--- config.mk ---
export PLATFORM = sky130hd
export DESIGN_NAME = vga_timing_gen
export DESIGN_NICKNAME = d
export VERILOG_FILES = /design/src/rtl/vga_pkg.sv /design/src/rtl/vga_axis_counter.sv /design/src/rtl/vga_timing_gen.sv
export SDC_FILE = /design/constraint.sdc
export NUM_CORES = 1
export LEC_CHECK = 0
export BUFFER_PORTS_ARGS = -buffer_cell sky130_fd_sc_hd__buf_2
export CORE_ASPECT_RATIO = 0.8
export CORE_MARGIN = 1.5
export CORE_UTILIZATION = 57
export CTS_BUF_LIST = sky130_fd_sc_hd__clkbuf_8
export CTS_CLUSTER_DIAMETER = 150
export DETAILED_ROUTE_END_ITERATION = 7
export GPL_TIMING_DRIVEN = 0
export PLACE_DENSITY_LB_ADDON = 0.1
export SYNTH_ARGS = -nofsm -noshare
export SYNTH_HDL_FRONTEND = slang
export SYNTH_SLANG_ARGS = --single-unit
--- constraint.sdc ---
create_clock -name clk -period 2.66 [get_ports clk]
set_input_delay 0 -clock clk [delete_from_list [all_inputs] [get_ports clk]]
set_output_delay 0 -clock clk [all_outputs]
set_load 0.01 [all_outputs]
--- src/rtl/vga_pkg.sv ---
// Shared types, default 640x480@60 timing and the test-pattern colour table
// for the VGA raster timing generator.
package vga_pkg;

    typedef enum logic [1:0] {PH_ACTIVE, PH_FRONT, PH_SYNC, PH_BACK} vga_phase_t;

    localparam int VGA_H_ACTIVE = 640;
    localparam int VGA_H_FP     = 16;
    localparam int VGA_H_SYNC   = 96;
    localparam int VGA_H_BP     = 48;
    localparam int VGA_V_ACTIVE = 480;
    localparam int VGA_V_FP     = 10;
    localparam int VGA_V_SYNC   = 2;
    localparam int VGA_V_BP     = 33;
    localparam int VGA_COORD_W  = 10;

    localparam int TP_BARS = 8;

    // RGB444 colour bars, left to right.
    function automatic logic [11:0] tp_bar_color(input int idx);
        logic [11:0] c;
        case (idx)
            0:       c = 12'hFFF;
            1:       c = 12'hFF0;
            2:       c = 12'h0FF;
            3:       c = 12'h0F0;
            4:       c = 12'hF0F;
            5:       c = 12'hF00;
            6:       c = 12'h00F;
            default: c = 12'h000;
        endcase
        return c;
    endfunction

endpackage

--- src/rtl/vga_axis_counter.sv ---
// One raster axis: position counter plus ACTIVE/FRONT/SYNC/BACK phase machine.
// Exposes the next phase so the parent can register its outputs in lockstep.
module vga_axis_counter
    import vga_pkg::*;
#(
    parameter int ACTIVE = 640,
    parameter int FP     = 16,
    parameter int SYNC   = 96,
    parameter int BP     = 48,
    parameter int W      = 10
) (
    input  logic         clk,
    input  logic         reset,
    input  logic         step,
    output logic [W-1:0] count,
    output vga_phase_t   phase,
    output vga_phase_t   phase_next,
    output logic         wrap
);

    localparam int TOTAL = ACTIVE + FP + SYNC + BP;
    localparam logic [W-1:0] LAST_ACTIVE = W'(ACTIVE - 1);
    localparam logic [W-1:0] LAST_FP     = W'(ACTIVE + FP - 1);
    localparam logic [W-1:0] LAST_SYNC   = W'(ACTIVE + FP + SYNC - 1);
    localparam logic [W-1:0] LAST        = W'(TOTAL - 1);

    generate
        if (ACTIVE < 1 || FP < 1 || SYNC < 1 || BP < 1) begin : g_bad_len
            $error("vga_axis_counter: every phase length must be at least 1");
        end
        if (TOTAL > (1 << W)) begin : g_bad_width
            $error("vga_axis_counter: W too narrow for the axis total");
        end
    endgenerate

    logic [W-1:0] count_reg;
    vga_phase_t   phase_reg;

    assign wrap = step && (count_reg == LAST);

    always_comb begin
        phase_next = phase_reg;
        if (step) begin
            case (phase_reg)
                PH_ACTIVE: if (count_reg == LAST_ACTIVE) phase_next = PH_FRONT;
                PH_FRONT:  if (count_reg == LAST_FP)     phase_next = PH_SYNC;
                PH_SYNC:   if (count_reg == LAST_SYNC)   phase_next = PH_BACK;
                PH_BACK:   if (count_reg == LAST)        phase_next = PH_ACTIVE;
                default:   phase_next = PH_ACTIVE;
            endcase
        end
    end

    always_ff @(posedge clk or posedge reset) begin
        if (reset) begin
            count_reg <= '0;
            phase_reg <= PH_ACTIVE;
        end else if (step) begin
            count_reg <= (count_reg == LAST) ? '0 : count_reg + W'(1);
            phase_reg <= phase_next;
        end
    end

    assign count = count_reg;
    assign phase = phase_reg;

endmodule

--- src/rtl/vga_timing_gen.sv ---
// VGA raster timing generator: registered hsync/vsync/de/x/y and line/frame pulses.
// Define VGA_TEST_PATTERN_EN to add an rgb output carrying 8 vertical colour bars.
module vga_timing_gen
    import vga_pkg::*;
#(
    parameter int H_ACTIVE = VGA_H_ACTIVE,
    parameter int H_FP     = VGA_H_FP,
    parameter int H_SYNC   = VGA_H_SYNC,
    parameter int H_BP     = VGA_H_BP,
    parameter int V_ACTIVE = VGA_V_ACTIVE,
    parameter int V_FP     = VGA_V_FP,
    parameter int V_SYNC   = VGA_V_SYNC,
    parameter int V_BP     = VGA_V_BP,
    parameter bit SYNC_POL = 1'b0,
    parameter int COORD_W  = VGA_COORD_W
) (
    input  logic               clk,
    input  logic               reset,
    input  logic               pix_en,
    output logic               hsync,
    output logic               vsync,
    output logic               de,
    output logic [COORD_W-1:0] x,
    output logic [COORD_W-1:0] y,
    output logic               line_start,
    output logic               frame_start
`ifdef VGA_TEST_PATTERN_EN
    ,
    output logic [11:0]        rgb
`endif
);

    vga_phase_t h_phase, h_phase_next, v_phase, v_phase_next;
    logic       h_wrap, v_wrap, de_next;

    logic hsync_reg, vsync_reg, de_reg, line_start_reg, frame_start_reg;

    vga_axis_counter #(
        .ACTIVE(H_ACTIVE), .FP(H_FP), .SYNC(H_SYNC), .BP(H_BP), .W(COORD_W)
    ) u_h_axis (
        .clk        (clk),
        .reset      (reset),
        .step       (pix_en),
        .count      (x),
        .phase      (h_phase),
        .phase_next (h_phase_next),
        .wrap       (h_wrap)
    );

    // The vertical axis only moves on the pixel tick that ends a line.
    vga_axis_counter #(
        .ACTIVE(V_ACTIVE), .FP(V_FP), .SYNC(V_SYNC), .BP(V_BP), .W(COORD_W)
    ) u_v_axis (
        .clk        (clk),
        .reset      (reset),
        .step       (h_wrap),
        .count      (y),
        .phase      (v_phase),
        .phase_next (v_phase_next),
        .wrap       (v_wrap)
    );

    assign de_next = (h_phase_next == PH_ACTIVE) && (v_phase_next == PH_ACTIVE);

    always_ff @(posedge clk or posedge reset) begin
        if (reset) begin
            de_reg          <= 1'b0;
            hsync_reg       <= !SYNC_POL;
            vsync_reg       <= !SYNC_POL;
            line_start_reg  <= 1'b0;
            frame_start_reg <= 1'b0;
        end else begin
            line_start_reg  <= h_wrap;
            frame_start_reg <= h_wrap && v_wrap;
            if (pix_en) begin
                de_reg    <= de_next;
                hsync_reg <= (h_phase_next == PH_SYNC) ? SYNC_POL : !SYNC_POL;
                vsync_reg <= (v_phase_next == PH_SYNC) ? SYNC_POL : !SYNC_POL;
            end
        end
    end

    assign hsync       = hsync_reg;
    assign vsync       = vsync_reg;
    assign de          = de_reg;
    assign line_start  = line_start_reg;
    assign frame_start = frame_start_reg;

`ifdef VGA_TEST_PATTERN_EN
    localparam int BAR_W = H_ACTIVE / TP_BARS;

    logic [COORD_W-1:0] x_next;
    logic [11:0]        rgb_reg;

    assign x_next = h_wrap ? '0 : x + COORD_W'(1);

    always_ff @(posedge clk or posedge reset) begin
        if (reset) begin
            rgb_reg <= 12'h000;
        end else if (pix_en) begin
            rgb_reg <= de_next ? tp_bar_color(int'(x_next) / BAR_W) : 12'h000;
        end
    end

    assign rgb = rgb_reg;
`endif

endmodule

==> impl_results.rst <==
.. list-table::
   :header-rows: 1

   * - Metric
     - Value
   * - Final period utilization
     - 0.930
   * - Cell Area, Synth
     - 1610 um2
   * - Syn. warnings
     - 0
   * - Sinks on the clock net
     - 29
   * - Clock transition at the register clock pins on the worst setup and hold paths after CTS
     - approximately 0.06 ns
   * - Row count
     - 17
   * - Clk buf depth
     - 2
   * - Hold WC Path Type
     - input pin to asynchronous set/reset pin
   * - Worst-case register-to-register setup slack
     - roughly 0.19 ns
   * - Critical path endpoint category
     - register
   * - Min Tclk post-route
     - 2.47 ns
   * - Footprint of the multi-input gates
     - 800 um2
   * - Number of flip-flops and latches in the synthesized netlist
     - 29
   * - Buffers on Ports
     - 27
   * - Final WS setup
     - 0.185 ns
   * - Outcome
     - complete, but fails checks
   * - Maximum number of pins on one net before global-route repair
     - 30
   * - Cell-by-cell trace of the critical path
     - ha_1 > nand4_1 > or4_1 > buf_6 > clkinv_8 > a31oi_4 > or2_1 > o41ai_2
   * - Combined global-route utilization of all metal layers
     - 0.236
   * - Final hold slack
     - -0.0381 ns
   * - Detailed-route wire length
     - 3370 um
   * - Setup repair after global routing missed its margin
     - false
   * - Max Cap Violations
     - 0
   * - Via Count
     - 1346
   * - Worst Reg-to-Reg Cells
     - 8
   * - CTS root buffer
     - sky130_fd_sc_hd__clkbuf_8
   * - Critical path's largest stage delay
     - roughly 0.6 ns
   * - Number of nets in the layout
     - 202
   * - Skew final
     - 0.00507 ns
   * - First-pass GRT wire length
     - 5620 um
   * - Highest Clock Rate
     - 0.404 GHz
   * - Residual antenna-violating net count after detailed routing
     - 0
   * - Syn-to-layout area delta
     - 18.1%
   * - Routed length per instance
     - 14.4 um
   * - Residual DRC count
     - 0
   * - Initial Utilization
     - 0.591
   * - Top library cells by usage in the layout, fill and taps aside
     - sky130_fd_sc_hd__buf_2, sky130_fd_sc_hd__dfrtp_1, sky130_fd_sc_hd__nand2_1
   * - Worst flop-to-flop path endpoint
     - de
   * - Antenna violations before repair
     - 0
   * - Post-synthesis net count
     - ~170
   * - Distinct cell type count after synthesis
     - 47
   * - Number of instances resized during post-cts repair
     - 0
   * - Die X
     - approximately 62 um
   * - Proportion of register bits with asynchronous set or reset after synthesis
     - 1.00
   * - Leakage Power
     - 0.000870 uW
   * - Number of failing setup endpoints in the final timing report
     - 0
   * - Worst setup slack before clock tree synthesis
     - 0.210 ns
   * - Number of buffers created by CTS
     - 5
   * - Final hold violation count
     - 27
   * - Relative slew slack
     - 0.302
   * - Via-per-instance ratio
     - 5.75
   * - DIE HEIGHT
     - 50.5 um
   * - Total gr overflow
     - 0
   * - Share of layout cells above drive strength 1
     - 0.245
   * - Flip-flop and latch area
     - 728 um2
   * - Cell Pwr Density
     - 644 nW/um2
   * - Mean area per synthesized cell
     - 9.99 um2
   * - Library cell contributing the largest single delay on the critical path
     - sky130_fd_sc_hd__or4_1
   * - Die ar.
     - 3150 um2
   * - Area inside the core boundary
     - 2720 um2
   * - Number of I/O pins
     - 28
   * - Hold buffers post-CTS
     - 0
   * - Part of the Yosys area used for sequential elements
     - 0.453
   * - Max Fanout on Critical Path
     - 9
   * - Clock tree from TritonCTS
     - built
   * - Reg2reg start
     - u_h_axis.count[0]
   * - Critical path class
     - register to register
   * - Last weighted congestion value of the routability-driven placer
     - 0.839
   * - Vias in the first global route
     - 1147
   * - Number of post-CTS setup repair buffers
     - 0
   * - Element type at the critical path start
     - register
   * - Setup TNS Final
     - 0 ns
   * - Required @ worst endpoint
     - 2.84 ns
   * - Worst-Skew Late Latency
     - between 0.2 and 0.3 ns
   * - Final HPWL from detailed placement
     - ~2400 um
   * - Max-slew violation total from the final report
     - 0
   * - Cell count after synthesis
     - 161
   * - IR drop worst, VDD
     - 0.000450 V
   * - CTS H-tree depth
     - 2
   * - Diode insertion count for antenna repair
     - 0
   * - Leading cell type in the layout, fill and taps excluded
     - sky130_fd_sc_hd__buf_2
   * - EDFF count, synth
     - 0
   * - First-pass iteration count of the detailed router
     - 4
   * - Layout fillers
     - 230
   * - Violations in the final reports
     - hold timing
   * - Transition time at the pin with the least slew margin
     - about 1.0 ns
   * - Number of DRC markers after the initial detailed-route iteration
     - 113
   * - Crit path arrival time
     - approximately 2.7 ns
   * - Synth Flop Type
     - sky130_fd_sc_hd__dfrtp_1
[synth_stat cells, types with 3 or more instances]
library cell	number	area share
sky130_fd_sc_hd__nand2b_1	4	0.016
sky130_fd_sc_hd__o21ai_0	12	0.037
sky130_fd_sc_hd__a31oi_1	3	0.012
sky130_fd_sc_hd__a21oi_1	4	0.012
sky130_fd_sc_hd__and3_1	3	0.012
sky130_fd_sc_hd__dfrtp_1	27	0.42
sky130_fd_sc_hd__xor2_1	3	0.016
sky130_fd_sc_hd__nand3b_1	3	0.014
sky130_fd_sc_hd__nand3_1	8	0.025
sky130_fd_sc_hd__nor2_1	12	0.028
sky130_fd_sc_hd__or3_1	3	0.012
sky130_fd_sc_hd__nand4_1	5	0.019
sky130_fd_sc_hd__xnor2_1	9	0.049
sky130_fd_sc_hd__nand2_1	13	0.030
sky130_fd_sc_hd__inv_1	8	0.019
sky130_fd_sc_hd__ha_1	4	0.031
[cell type report]
class,instances,area share
clock inverters,1,0.00264
plain buffers,6,0.0211
repair buffers,27,0.0712
well taps,38,0.0250
flip-flops and latches,29,0.384
inverters,9,0.0244
multi-input cells,117,0.421
clock buffers,7,0.0508
[worst max-delay path: cells and delay by family, from the launching register on]
kind                     cells  cell delay (ns)
AND/OR/NAND/NOR              3             1.10
flip-flops                   1             0.41
adder cells (fa/ha/maj)      1             0.23
buffers and inverters        2             0.23
AO/OA/AOI/OAI                2             0.39
[metal layers]
| metal | vias up | wire length (um) | track usage |
|---|---|---|---|
| li1 | 651 | - | - |
| met1 | 646 | 1600 | 0.340 |
| met2 | 45 | 1530 | 0.332 |
| met3 | 4 | 217 | 0.0919 |
| met4 | 0 | 25 | 0.0630 |
| met5 | - | 0 | 0 |
[kinds of logic (layout without fill, tap and decap cells)]
family | count (synthesis) | count (layout) | share of synthesized area
AO/OA/AOI/OAI | 32 | 32 | 0.142
XOR/XNOR | 12 | 12 | 0.0654
adder cells (fa/ha/maj) | 4 | 4 | 0.0311
buffers and inverters | 15 | 50 | 0.0537
flip-flops | 29 | 29 | 0.453
multiplexers | 2 | 2 | 0.0132
AND/OR/NAND/NOR | 67 | 67 | 0.241
[metrics by stage]
step / instances / util / power (uW) / hold WS, ns / area [um2]
5_1_grt: 234 / 0.697 / 1290 / 0.0797 / 1900
4_1_cts: 234 / 0.695 / 1230 / 0.0217 / 1890
6_report: 234 / 0.697 / 1220 / -0.0381 / 1900
3_5_place_dp: 226 / 0.658 / 833 / 0.328 / 1790
3_3_place_gp: 226 / 0.658 / 819 / 0.313 / 1790
2_1_floorplan: 161 / - / 738 / 0.0766 / 1610
[how the worst max path moves through the flow]
stage / startpoint / endpoint / depth (start not counted)
after floorplan: u_h_axis.count[0] / de / 8
after global placement: u_h_axis.count[0] / de / 8
after detailed placement: u_h_axis.count[0] / vsync / 7
after CTS: u_h_axis.count[0] / de / 8
after global routing: u_h_axis.count[0] / de / 8
final: u_h_axis.count[0] / de / 8
[where the power goes]
group          internal, uW  switching, uW  leakage (uW)  total (uW)
logic                   117            149      0.000456         266
registers               493           66.6      0.000360         559
clock network           233            163     0.0000542         396
Power figures use the tool's default switching activity.
